$ cat src/rtl/id_ex_cnt_pipe.sv
// ID->EX control pipeline register with load-use stall and redirect flush.
// Ports:
//   clk, rst_n                      clock, asynchronous active-low reset
//   id_*                            decoded control bundle and source regs from ID
//   ex_taken                        EX resolved a redirect this cycle
//   ex_*                            registered control bundle presented to EX
//   stall_if_id                     hold PC and IF/ID this cycle (combinational)
//   flush_if_id                     zero IF/ID this cycle (combinational)
module id_ex_cnt_pipe #(
    parameter int unsigned LOAD_LAT     = 1,
    parameter int unsigned FLUSH_CYCLES = 1
) (
    input  logic       clk,
    input  logic       rst_n,
    input  logic       id_valid,
    input  logic [2:0] id_ex,
    input  logic [1:0] id_jump_t,
    input  logic       id_slt,
    input  logic       id_lui,
    input  logic       id_mem_read,
    input  logic       id_mem_write,
    input  logic       id_reg_write,
    input  logic [4:0] id_rd,
    input  logic [4:0] id_rs1,
    input  logic [4:0] id_rs2,
    input  logic       id_uses_rs2,
    input  logic       ex_taken,
    output logic       ex_valid,
    output logic [2:0] ex_ex,
    output logic [1:0] ex_jump_t,
    output logic       ex_slt,
    output logic       ex_lui,
    output logic       ex_mem_read,
    output logic       ex_mem_write,
    output logic       ex_reg_write,
    output logic [4:0] ex_rd,
    output logic       stall_if_id,
    output logic       flush_if_id
);

    localparam int unsigned CNT_W = 2;

    localparam logic [1:0] ST_RUN   = 2'd0;
    localparam logic [1:0] ST_STALL = 2'd1;
    localparam logic [1:0] ST_FLUSH = 2'd2;

    logic [1:0]       state_q;
    logic [1:0]       state_d;
    logic [CNT_W-1:0] cnt_q;
    logic [CNT_W-1:0] cnt_d;
    logic             hazard;
    logic             redirect;
    logic             load_id;

    // Load in EX whose destination is read by the instruction in ID.
    assign hazard = id_valid & ex_valid & ex_mem_read & (ex_rd != 5'd0) &
                    ((ex_rd == id_rs1) | (id_uses_rs2 & (ex_rd == id_rs2)));

    // A redirect only counts when EX holds a real instruction.
    assign redirect = ex_taken & ex_valid;

    // Next-state, bubble counter and IF/ID control.
    always_comb begin
        state_d     = state_q;
        cnt_d       = cnt_q;
        stall_if_id = 1'b0;
        flush_if_id = 1'b0;
        load_id     = 1'b0;
        case (state_q)
            ST_RUN: begin
                if (redirect) begin
                    flush_if_id = 1'b1;
                    if (FLUSH_CYCLES > 1) begin
                        state_d = ST_FLUSH;
                        cnt_d   = CNT_W'(FLUSH_CYCLES - 1);
                    end
                end else if (hazard) begin
                    stall_if_id = 1'b1;
                    if (LOAD_LAT > 1) begin
                        state_d = ST_STALL;
                        cnt_d   = CNT_W'(LOAD_LAT - 1);
                    end
                end else begin
                    load_id = 1'b1;
                end
            end
            ST_STALL: begin
                stall_if_id = 1'b1;
                cnt_d       = cnt_q - CNT_W'(1);
                if (cnt_q == CNT_W'(1)) begin
                    state_d = ST_RUN;
                end
            end
            ST_FLUSH: begin
                flush_if_id = 1'b1;
                cnt_d       = cnt_q - CNT_W'(1);
                if (cnt_q == CNT_W'(1)) begin
                    state_d = ST_RUN;
                end
            end
            default: begin
                state_d = ST_RUN;
                cnt_d   = '0;
            end
        endcase
    end

    // State and bubble counter registers.
    always_ff @(posedge clk or negedge rst_n) begin
        if (!rst_n) begin
            state_q <= ST_RUN;
            cnt_q   <= '0;
        end else begin
            state_q <= state_d;
            cnt_q   <= cnt_d;
        end
    end

    // EX control register: copy of ID or an all-zero bubble.
    always_ff @(posedge clk or negedge rst_n) begin
        if (!rst_n) begin
            ex_valid     <= 1'b0;
            ex_ex        <= 3'd0;
            ex_jump_t    <= 2'd0;
            ex_slt       <= 1'b0;
            ex_lui       <= 1'b0;
            ex_mem_read  <= 1'b0;
            ex_mem_write <= 1'b0;
            ex_reg_write <= 1'b0;
            ex_rd        <= 5'd0;
        end else if (load_id) begin
            ex_valid     <= id_valid;
            ex_ex        <= id_ex;
            ex_jump_t    <= id_jump_t;
            ex_slt       <= id_slt;
            ex_lui       <= id_lui;
            ex_mem_read  <= id_mem_read;
            ex_mem_write <= id_mem_write;
            ex_reg_write <= id_reg_write;
            ex_rd        <= id_rd;
        end else begin
            ex_valid     <= 1'b0;
            ex_ex        <= 3'd0;
            ex_jump_t    <= 2'd0;
            ex_slt       <= 1'b0;
            ex_lui       <= 1'b0;
            ex_mem_read  <= 1'b0;
            ex_mem_write <= 1'b0;
            ex_reg_write <= 1'b0;
            ex_rd        <= 5'd0;
        end
    end

endmodule

$ cat config.mk
export PLATFORM = sky130hd
export DESIGN_NAME = id_ex_cnt_pipe
export DESIGN_NICKNAME = d
export VERILOG_FILES = /design/src/rtl/id_ex_cnt_pipe.sv
export SDC_FILE = /design/constraint.sdc
export NUM_CORES = 1
export LEC_CHECK = 0
export CELL_PAD_IN_SITES_DETAIL_PLACEMENT = 0
export CELL_PAD_IN_SITES_GLOBAL_PLACEMENT = 2
export CORE_MARGIN = 2
export CORE_UTILIZATION = 19
export DETAILED_ROUTE_END_ITERATION = 7
export PLACE_DENSITY = 0.78
export SETUP_SLACK_MARGIN = 0.2
export SLEW_MARGIN = 20
export SYNTH_ARGS = -nofsm -noshare
export SYNTH_HDL_FRONTEND = slang
export SYNTH_SLANG_ARGS = --single-unit
export TNS_END_PERCENT = 30
$ cat constraint.sdc
create_clock -name clk -period 2.45 [get_ports clk]
set_clock_uncertainty 0.15 [all_clocks]
set_input_delay 0.735 -clock clk [delete_from_list [all_inputs] [get_ports clk]]
set_output_delay 0.735 -clock clk [all_outputs]
set_load 0.03 [all_outputs]
==> impl_summary.md <==
Global route
The total congestion overflow is 0. The fraction of met3 tracks used by global routing is 3.41%. The total global-route track usage is 10.1%. The peak-usage layer in the global routing report is met2.

The number of global-route vias before repair came to 790. Entering global routing, the biggest net connects 17 pins. Global routing consumed, on the met2 layer, 17.1% of the routing resources. The number of antenna violations at the first check in global routing is 0. Global routing consumed, on the met1 layer, 12.2% of the routing resources. The first global-routing pass estimated 3460 µm of wire.

Setup path
The worst setup path category is in -> out. The cell at the slowest stage of the critical path is sky130_fd_sc_hd__and3b_2. The arrival time reported for the critical path endpoint is 1.60 ns. The signal on the critical path passes through buf_6 > xnor2_2 > nand4_1 > o22ai_4 > and3b_2 > buf_6. The internal reg-to-reg setup slack is 0.40 ns. On the critical path the largest part of the delay comes from simple AND/OR/NAND/NOR gates. The highest net fanout along the worst path is 2.

Data on the critical path is required at its endpoint by 1.56 ns. The category of the worst setup path capture point is an output port. For this run, the slowest stage of the critical path takes 0.21 ns. The sort of element at the start of the critical path is a primary input. Together, buffers and inverters on the worst path number 2.

The most numerous cell type found on the critical path is sky130_fd_sc_hd__buf_6.

Die
The area of the die is 0.00440 mm². Once the floorplan was initialized, standard cells occupied 20.0% of the core. The site row count is 22.

In this run the standard cell core region covers 0.00369 mm². The floorplan step set the die width to 66.3 µm. The die is 66.3 µm tall.

For this design the top-level I/O count stands at 48.

Cells and area
The multi-input combinational cells in the finished layout cover a total of 402 µm². The fill cell total of the finished layout is 394. The area overhead of the layout relative to synthesis is 97.8%.

The finished cells cover 0.00146 mm². Of the cells placed in the final design, the portion with a size suffix greater than 1 is 33.8%. The number of nets in the layout is 161. In the final layout, flip-flops and latches occupy 400 µm². The number of antenna cells inserted is 0.

Yosys
The proportion of register bits with asynchronous set or reset after synthesis is 100%. Counting every instance in the synthesized netlist gives 73. Sorting the synthesized cells by how often they occur yields sky130_fd_sc_hd__nand2_1, sky130_fd_sc_hd__dfrtp_1, sky130_fd_sc_hd__a21oi_1. Sorting the synthesized cells by area gives the leading types as sky130_fd_sc_hd__dfrtp_1, sky130_fd_sc_hd__xnor2_1, sky130_fd_sc_hd__nand2_1. The flip-flop and latch count after synthesis is 16. The commonest register cell after synthesis is sky130_fd_sc_hd__dfrtp_1. The number of enable-type register cells in the synthesized netlist is 0. The biggest area consumer among synthesized cells is sky130_fd_sc_hd__dfrtp_1. After synthesis, the largest area contributor takes up 54.2% of total cell area. Counting distinct cell types in the post-synthesis netlist gives 15. The sequential-to-total area share from yosys stat is 54.2%. The post-synthesis instance area is 738 µm².

The most common cell in the synthesized netlist is sky130_fd_sc_hd__nand2_1. The net count of the mapped netlist is 103. After synthesis, the mean cell area works out to 10.1 µm².

For this run, the number of Yosys warnings is 0.

Route
The number of violations reported at the end of detailed-routing iteration 0 is 12. The number of vias per cell is 4.14. The routed layout has 737 vias.

The count of nets left with antenna violations once routing finished came out at 0. Dividing the detail-routed wire length by the instance count gives 12.2 µm. For this run, the detailed router's first-pass iteration total came to 3.

Summed over all layers, the routed wires come to 2170 µm. The number of remaining DRC errors is 0.

Clock tree
The tree is rooted in a sky130_fd_sc_hd__clkbuf_8. The maximum root-to-sink buffer count is 2. The total of hold buffers inserted after clock tree synthesis is 0. The clock latency at the later pin of the worst-skew pair is 0.24 ns. TritonCTS created 3 clock buffers. The clock-pin slew on the worst setup and hold paths is 0.06 ns. The number of sinks driven by the clock tree is 16.

The H-tree depth is 1. The TritonCTS clock tree is yes.

Outcome
The checks that failed: negative setup slack. The flow ran to the end, but the final reports show violations.

Power and ir drop
The power per unit of standard cell area is 511 mW/mm². Summed over all cells, the static leakage comes to 0.691 nW. VDD sags by at most 0.248 mV.

STA
After layout, the worst setup slack is -0.0371 ns. The normalized max-slew margin is 51.0%. The routed design could run at a clock period as short as 2.49 ns. The number of hold violations in the final report is 0. The final setup violation count is 1. The number of max-slew violations in the final report is 0. Setup repair after global routing could not meet its margin everywhere. For the pin with the worst max-slew slack, the measured transition is 0.733 ns. The timing-limited maximum frequency is 402 MHz. The final cycle utilization of the critical path is 102%.

Min path
The path type of the worst min-delay path is reg -> reg.

Placed design
Port buffering added 47 buffers. The worst-case setup slack after placement is -0.467 ns. The final RePlAce weighted congestion is 0.657.

The placed instances occupy a cell area of 0.00129 mm². Detailed placement ended at an HPWL of 1610 µm.

Job
The number of maximum-capacitance constraint violations is 0.
==> placed cells by master, fill, tap and decap left out <==
cell                               n
sky130_fd_sc_hd__clkdlybuf4s50_1  26
sky130_fd_sc_hd__nand2_1          18
sky130_fd_sc_hd__dfrtp_1          16
sky130_fd_sc_hd__a21oi_1          13
sky130_fd_sc_hd__buf_6            11
sky130_fd_sc_hd__xnor2_2          10
sky130_fd_sc_hd__buf_4             9
sky130_fd_sc_hd__dlygate4sd2_1     8
sky130_fd_sc_hd__a21oi_2           4
sky130_fd_sc_hd__clkbuf_8          4
sky130_fd_sc_hd__nand3_2           2
sky130_fd_sc_hd__inv_1             1
sky130_fd_sc_hd__nand4_1           1
sky130_fd_sc_hd__nand2_2           1
sky130_fd_sc_hd__o22ai_4           1
sky130_fd_sc_hd__nor2_1            1
sky130_fd_sc_hd__nor3_1            1
sky130_fd_sc_hd__and3b_2           1
sky130_fd_sc_hd__buf_2             1
sky130_fd_sc_hd__dlymetal6s2s_1    1
==> power by group <==
| part | switching, mW | total [mW] | leakage (nW) | internal (mW) |
|---|---|---|---|---|
| combinational | 0.102 | 0.216 | 0.467 | 0.114 |
| sequential | 0.0170 | 0.300 | 0.195 | 0.283 |
| clock | 0.0873 | 0.230 | 0.0288 | 0.142 |
==> layer usage <==
layer  routed length, µm  part of all wire [%]
met2                1070                    49
met4                   0                     0
met1                 904                    42
met3                 196                   9.0
met5                   0                     0
==> per-stage QoR <==
stage                     std cells  setup TNS, ns  utilization, %  total power, mW  hold WS [ns]
after floorplan                  73              0               -            0.400         0.289
after CTS                       178        -0.0320            39.1            0.751         0.660
after detailed placement        168         -0.467            34.9            0.507         0.632
after global placement          168         -0.464            34.9            0.505         0.620
after global routing            178        -0.0847            39.6            0.783         0.699
final                           178        -0.0371            39.6            0.746         0.644
==> path summary, 6_finish.rpt <==
kind	from	cells past startpoint	endpoint
setup reg to reg	ex_rd[0]	9	ex_rd[0]
max in group asynchronous	rst_n	1	ex_valid
setup / recovery	id_rs2[2]	6	stall_if_id
min in group asynchronous	rst_n	1	ex_ex[0]
hold reg to reg	ex_valid	4	ex_mem_write
hold / removal	ex_valid	4	ex_mem_write
==> timing repair <==
item                                    4_1_cts  5_1_grt
resized for setup                            66        3
pin swaps                                    16        6
buffers inserted                              6        0
gates cloned                                  0        0
endpoints found under the setup margin        7        2
==> registers in the layout, indices dropped and copies added, names as in the netlist <==
name          cells
ex_rd             5
ex_ex             3
ex_jump_t         2
ex_lui            1
ex_mem_read       1
ex_mem_write      1
ex_reg_write      1
ex_slt            1
ex_valid          1
==> worst min-delay path, stage by stage, from the launching register on <==
cell and delay (ns):
sky130_fd_sc_hd__dfrtp_1 0.38, sky130_fd_sc_hd__nand2_1 0.08, sky130_fd_sc_hd__buf_4 0.19, sky130_fd_sc_hd__nand2_1 0.08, sky130_fd_sc_hd__a21oi_1 0.03
==> area by class of cell <==
type	count	share of cell area, %
Clock buffer	4	3.77
Inverter	1	0.257
Multi-Input combinational cell	53	27.5
Sequential cell	16	27.4
Tap cell	48	4.11
Timing Repair Buffer	56	36.9
==> cells by family after synthesis <==
family	share of synthesized area (%)
AND/OR/NAND/NOR	14.4
flip-flops	54.2
AO/OA/AOI/OAI	16.3
buffers and inverters	3.22
XOR/XNOR	11.9
Power figures use the tool's default switching activity.
